### src/rtl/exp_taylor_engine.sv
// ---------------------------------------------------------------------------
// exp_taylor_engine
//
// Evaluates e^x for an unsigned Q0.16 operand with a truncated Taylor series:
//   term_0 = 1.0,  term_(n+1) = term_n * x * 1/(n+1),  result = sum of terms
// The 1/(n+1) coefficients come from an external reciprocal LUT. This block
// drives the LUT address and consumes the combinational coefficient that
// comes back.
//
// Each iteration takes two cycles. In MULX the block multiplies by x. In
// MULC it multiplies by the LUT coefficient and adds the term to the
// accumulator. Every multiply is unsigned and truncating, so the result is
// always at or below the true value.
//
// Parameters:
//   N_TERMS   number of series iterations after the constant 1.0 term (1..8)
//
// Ports:
//   clk       rising-edge clock
//   rst_n     synchronous active-low reset
//   start     operation request, sampled only in IDLE
//   x         operand, unsigned Q0.16, captured on an accepted start
//   lut_adr   coefficient address to the reciprocal LUT (equals i in MULX/MULC)
//   lut_data  coefficient from the LUT, unsigned Q0.16
//   busy      high while iterating (MULX/MULC)
//   done      one-cycle completion pulse
//   result    e^x, unsigned Q2.16, held until the next accepted start
// ---------------------------------------------------------------------------
module exp_taylor_engine #(
    parameter int N_TERMS = 8
) (
    input  logic        clk,
    input  logic        rst_n,
    input  logic        start,
    input  logic [15:0] x,
    output logic [3:0]  lut_adr,
    input  logic [15:0] lut_data,
    output logic        busy,
    output logic        done,
    output logic [17:0] result
);

    typedef enum logic [1:0] {
        IDLE = 2'd0,
        MULX = 2'd1,
        MULC = 2'd2,
        DONE = 2'd3
    } state_t;

    // Index of the final iteration.
    localparam logic [3:0] LAST_I = 4'(N_TERMS - 1);

    state_t      state;
    state_t      state_nx;
    logic [15:0] x_r;
    logic [15:0] term;
    logic [15:0] prod;
    logic [17:0] acc;
    logic [3:0]  i;

    // Truncating Q0.16 products. Only the upper 16 bits of each 32-bit
    // product are kept.
    logic [15:0] prod_nx;
    logic [15:0] t;
    logic [17:0] acc_sum;

    always_comb begin
        prod_nx = 16'(({16'd0, term} * {16'd0, x_r}) >> 16);
        t       = 16'(({16'd0, prod} * {16'd0, lut_data}) >> 16);
        acc_sum = acc + {2'b00, t};
    end

    // Next-state and output decode.
    // NOTE: every signal written here gets a default first, so no path can
    // leave one unassigned and infer a latch.
    always_comb begin
        state_nx = state;
        lut_adr  = 4'd0;
        busy     = 1'b0;
        done     = 1'b0;
        unique case (state)
            IDLE: begin
                if (start) state_nx = MULX;
            end
            MULX: begin
                busy     = 1'b1;
                lut_adr  = i;
                state_nx = MULC;
            end
            MULC: begin
                busy     = 1'b1;
                lut_adr  = i;
                state_nx = (i == LAST_I) ? DONE : MULX;
            end
            DONE: begin
                done     = 1'b1;
                state_nx = IDLE;
            end
            default: state_nx = IDLE;
        endcase
    end

    // State and datapath registers.
    // NOTE: sequential state is written with non-blocking assignments only.
    // Every register sees the new values after the edge, whatever order the
    // statements appear in.
    always_ff @(posedge clk) begin
        if (!rst_n) begin
            state  <= IDLE;
            x_r    <= 16'd0;
            term   <= 16'd0;
            prod   <= 16'd0;
            acc    <= 18'd0;
            i      <= 4'd0;
            result <= 18'd0;
        end else begin
            state <= state_nx;
            unique case (state)
                IDLE: begin
                    if (start) begin
                        x_r  <= x;
                        term <= 16'hFFFF;   // 1.0 cannot be represented in Q0.16
                        acc  <= 18'h10000;  // exact 1.0 in Q2.16
                        i    <= 4'd0;
                    end
                end
                MULX: begin
                    prod <= prod_nx;
                end
                MULC: begin
                    term <= t;
                    acc  <= acc_sum;
                    if (i == LAST_I) begin
                        // Load the result on the way into DONE so that it
                        // is already valid while done is high.
                        result <= acc_sum;
                    end else begin
                        i <= i + 4'd1;
                    end
                end
                DONE: begin
                end
                default: begin
                end
            endcase
        end
    end

endmodule

### config.mk
export PLATFORM = sky130hd
export DESIGN_NAME = exp_taylor_engine
export DESIGN_NICKNAME = d
export VERILOG_FILES = /design/src/rtl/exp_taylor_engine.sv
export SDC_FILE = /design/constraint.sdc
export NUM_CORES = 1
export LEC_CHECK = 0
export CAP_MARGIN = 20
export CORE_MARGIN = 1.5
export CORE_UTILIZATION = 55
export CTS_BUF_LIST = sky130_fd_sc_hd__clkbuf_16
export CTS_CLUSTER_SIZE = 12
export DETAILED_ROUTE_END_ITERATION = 10
export PLACE_DENSITY_LB_ADDON = 0.05
export SLEW_MARGIN = 0
export SYNTH_ARGS = -nofsm -noshare
export SYNTH_HDL_FRONTEND = slang
export SYNTH_SLANG_ARGS = --single-unit
### constraint.sdc
create_clock -name clk -period 11.2 [get_ports clk]
set_input_delay 2.24 -clock clk [delete_from_list [all_inputs] [get_ports clk]]
set_output_delay 2.24 -clock clk [all_outputs]
set_load 0.05 [all_outputs]
* Yosys cells after proc, flatten, opt, wreduce, memory -nomap -nowiden
Cells that the tools add are included.
Cells by class: mux-type cells 13, equality and inequality tests 6, multiply operators 2, add/sub/neg operators 2, reduce and logical (&&, ||, !) cells 7
Operator list (count):
- 16-bit by 16-bit multiplier with 32-bit output | 2
- 18-bit case mux with 2 select lines | 1
- 16-bit case mux with 2 select lines | 1
- 18-bit by 16-bit adder with 18-bit output | 1
- 18-bit two-way mux | 1
- 16-bit two-way mux | 1
- 4-bit two-way mux | 3
- 2-bit case mux with 4 select lines | 1
- 4-bit case mux with 2 select lines | 1
- 2-bit AND reduction | 3
- 4-bit by 1-bit adder with 4-bit output (second input constant) | 1
- 2-bit == test (second input constant) | 2
- 4-bit by 3-bit == test with 1-bit output (second input constant) | 1
- 2-bit two-way mux | 2
- 2-bit inequality test (second input constant) | 2
- 3-bit AND reduction | 1
- 2-bit by 1-bit == test with 1-bit output (second input constant) | 1
- 2-bit zero test | 1
- 1-bit two-way mux | 2
- 2-bit nonzero test | 1
- 2-bit OR reduction | 1
Storage, ports and cells: output and inout port bits 24, register bits 90, logic and storage cells 37, bits of input ports 35

* Logic depth before layout (Yosys ltp)
depth in word-level cells 3, gate-level depth with buffers 33, gate-level depth less buffers 31

* Worst setup path before layout
Ideal clock, no wire load.
path kind input to register, start input port lut_data[1], end register result[17], data arrival time 8907 ps, cell stages on the path 29, library setup time 116 ps, data required time 11084 ps, path buffers 1, slack 2177 ps, cells stage by stage clkbuf_1 nand2_1 fa_1 fa_1 fa_1 fa_1 inv_1 fa_1 inv_1 fa_1 inv_1 ha_1 a21o_1 a21oi_1 nor2_1 o211ai_1 nand2_1 a21oi_1 xnor2_1 ha_1 a21o_1 a21o_1 a2111oi_2 o21ai_1 o211a_1 o21ai_1 xor2_1 nand2_1 o211a_1
Between the ends: longest elaborated chain between the ends 2
RTL lines:
- from (decl) | line 37 | input logic [15:0] lut_data,
- 16-bit by 16-bit multiplier with 32-bit output | line 69 | t = 16'(({16'd0, prod} * {16'd0, lut_data}) >> 16);
- 18-bit by 16-bit adder with 18-bit output | line 70 | acc_sum = acc + {2'b00, t};
- to (signal assigned) | line 136 | result <= acc_sum;
- to (decl) | line 40 | output logic [17:0] result
Every way passes these cells. A chain may end at the register's enable or synchronous reset.

* Worst setup path in the final report
start input port lut_data[4], end register result[16]
The elaborated chain is that of the path after synthesis.

==> qor.txt <==
Crit share post-route: 90.2%
Gr busiest metal: met2
Maximum clock insertion buffer count: 2
Mapped cell area: 0.0201 sq mm
Die area: 0.0378 sq mm
Share of layout cells above drive strength 1: 2.60%
WL/cell: 17.5 um
Worst R2R Start: prod[6]$_SDFFE_PN0N_
Drt via density: 5.46
Crit path launch type: input pin
Vias in the first global route: 16200
Clock latency at the later pin of the worst-skew pair: 0.36 ns
Status: completed
Fin. max-slew vios: 0
# port buffers: 58
DRC: 0
Clock power frac: 15.0%
Fillers: 3194
P&R area growth vs syn: 5.91%
First-pass GRT wire length: 82200 um
Leakage power total: 10.6 nW
Register area: 0.00180 sq mm
Cells after Synth: 2281
Most used cell, CP: fa_1
YS warnings: 0
GRT met1 Usage: 37.4%
GRT overflow: 0
Synth top area cells: fa_1, ha_1, dfxtp_1, inv_1, nand2_1
DRT antenna net count: 0
Comb power frac: 62.3%
Area occupied by multi-input gates: 0.0162 sq mm
EDFF count, synth: 0
MaxCap Viol Count: 0
Slowest CP cell: clkdlybuf4s50_1
Hold_buf cts: 0
Setup repair bufs after CTS: 0
Antenna violations before repair: 1
Std cell rows: 69
H-tree depth: 3
Post-synth cell types: 67
Sequential power share: 22.7%
Initial DRC count: 691
CTS Sinks: 90
Initial Util: 56.2%
Hold_sp: result[0]$_SDFFE_PN0P_
Top_reg_cell synth: dfxtp_1
Worst-path fanout max: 16
Internal power: 1.05 mW
Tot Pwr: 2.10 mW
Drt pass-1 iters: 5
Worst Hold Path EP: result[0]$_SDFFE_PN0P_
CP arrival: 10.39 ns
Routability cong.: 0.898
Async set-reset flop share out of synthesis: 0%
HPWL after DPL: 37300 um
Core Footprint: 0.0358 sq mm
Crit path capture type: flip-flop
Clock Pin Slew Worst Setup and Hold Paths: 0.07 ns
Largest net degree at the start of global routing: 97
All-Layer GR Usage: 27.2%
Final Hold Viols: 0
Die height: 194 um
Post-layout util: 59.6%
Reg2reg end: result[16]$_SDFFE_PN0P_
TNS Setup: 0 ns
Post-synth top area cell: fa_1
Worst-margin pin slew: 1.10 ns
Total CTS buffers: 9
Nets@finish: 2910
Fmax: 99.0 MHz
Mapped Nets: 2926
Grt met2 use: 46.0%
Worst path required time: 11.49 ns
Sw frac: 49.9%
Crit-path max cell delay: 0.74 ns
I/O pin count: 59
HP Class: flip-flop to flip-flop
GR Layer Usage met3: 3.70%
Reg2Reg Setup Slack: 2.86 ns
Pwr Density: 98.4 mW/mm^2
Setup violations, final: 0
TritonCTS clock tree: yes
Critical Setup Path Class: input pin to flip-flop
Critical Path Source: lut_data[4]
Post-synth top area share: 38.5%
#FFs+latches synth: 90
Vias after detailed routing: 14900
Setup Skew: 0.0131 ns
WL final: 47800 um
Root buffer cell: clkbuf_16
Slew HR: 26.3%
Tmin final: 10.10 ns
Psw: 1.05 mW
Peak VDD IR: 0.0000878 V
Post-cts sizing count: 0
Avg Inst Size Synth: 8.83 sq um
Diodes inserted: 0
Hold path depth: 2
RSZ-0062 raised after global routing: false
Die X: 194 um
Reg2Reg Depth: 31
Register area share after synthesis: 8.94%
layer usage:
layer	routed length [um]	up-vias	share of wire [%]
met5	0	-	0
met4	978	0	2.0
met3	2350	58	4.9
met2	22900	389	48
met1	21500	7550	45
li1	-	6926	-
critical path: cells and delay by family:
family	cells	cell delay, ns
adder cells (fa/ha/maj)	8	3.70
AND/OR/NAND/NOR	10	1.93
XOR/XNOR	1	0.10
buffers and inverters	6	1.00
AO/OA/AOI/OAI	6	1.39
metrics by stage:
stage | std cells | hold slack [ns] | worst slack [ns] | cell area (sq um)
CTS | 2731 | 0.475 | 1.18 | 21300
finish | 2731 | 0.471 | 1.10 | 21300
detailed placement | 2715 | 0.462 | 0.857 | 21000
global route | 2731 | 0.497 | 0.664 | 21300
floorplan | 2281 | 0.451 | 2.18 | 20100
global placement | 2715 | 0.458 | 0.939 | 21000
final cells by class:
cell class,instances,share of cell area [%]
clock inverters,7,0.352
inverters,463,8.14
repair buffers,76,3.33
clock buffers,9,1.06
multi-input cells,1625,76.0
flip-flops and latches,90,8.44
well taps,461,2.70
layout by cell type, fill, tap and decap left out, drive strengths merged, types with 5 or more instances in the layout:
cell / synthesis / final
nand3: 14 / 14
o21ai: 26 / 26
xor2: 15 / 15
mux2i: 11 / 11
nand4: 13 / 13
nor3: 8 / 8
nor2b: 31 / 31
o211ai: 6 / 6
clkbuf: 99 / 9
dfxtp: 90 / 90
nand3b: 6 / 6
and2: 211 / 211
inv: 463 / 467
o21a: 11 / 11
nand2: 394 / 394
fa: 387 / 387
buf: 4 / 19
xnor2: 32 / 32
a22oi: 16 / 16
o21bai: 5 / 5
o221a: 17 / 17
a21boi: 31 / 31
nor2: 41 / 41
a211oi: 6 / 6
clkdlybuf4s50: 0 / 57
a21oi: 46 / 46
ha: 223 / 223
a21o: 24 / 24
and3: 5 / 5
a31oi: 5 / 5
cells by family (layout without fill, tap and decap cells):
logic type	count (synthesis)	in the layout	share of synthesized area (%)
multiplexers	11	11	0.547
XOR/XNOR	47	47	2.04
buffers and inverters	566	555	10.6
AND/OR/NAND/NOR	740	740	17.7
flip-flops	90	90	8.94
adder cells (fa/ha/maj)	610	610	52.3
AO/OA/AOI/OAI	217	217	7.86
how the worst max path moves through the flow:
| stage | cells past startpoint | end | slack [ns] |
|---|---|---|---|
| 6_report | 31 | result[16]$_SDFFE_PN0P_ | 1.10 |
| 2_1_floorplan | 29 | result[17]$_SDFFE_PN0P_ | 2.18 |
| 4_1_cts | 28 | result[17]$_SDFFE_PN0P_ | 1.18 |
| 5_1_grt | 30 | result[17]$_SDFFE_PN0P_ | 0.66 |
| 3_5_place_dp | 28 | result[17]$_SDFFE_PN0P_ | 0.86 |
| 3_3_place_gp | 28 | result[17]$_SDFFE_PN0P_ | 0.94 |
power by group through the flow:
stage	Sequential [mW]	Combinational [mW]	Clock [mW]
after CTS	0.473	1.32	0.321
final	0.477	1.31	0.315
after global routing	0.483	1.52	0.334
after floorplan	0.378	1.02	0
after detailed placement	0.480	1.31	0
after global placement	0.480	1.29	0
cell usage after synthesis, types with 14 or more instances:
cell and count:
and2_1 211, ha_1 223, fa_1 387, nand2_1 394
xor2_1 15, a21o_1 23, clkbuf_1 98, dfxtp_1 90
nor2_1 40, o21ai_1 14, a22oi_1 16, a21boi_0 23
inv_1 463, xnor2_1 32, nor2b_1 31, a21oi_1 43
registers in the layout, indices dropped and copies added (netlist names):
| name | count |
|---|---|
| result | 18 |
| term | 16 |
| state | 2 |
| prod | 16 |
| x_r | 16 |
| acc | 18 |
| i | 4 |
(Power assumes the default switching activity.)
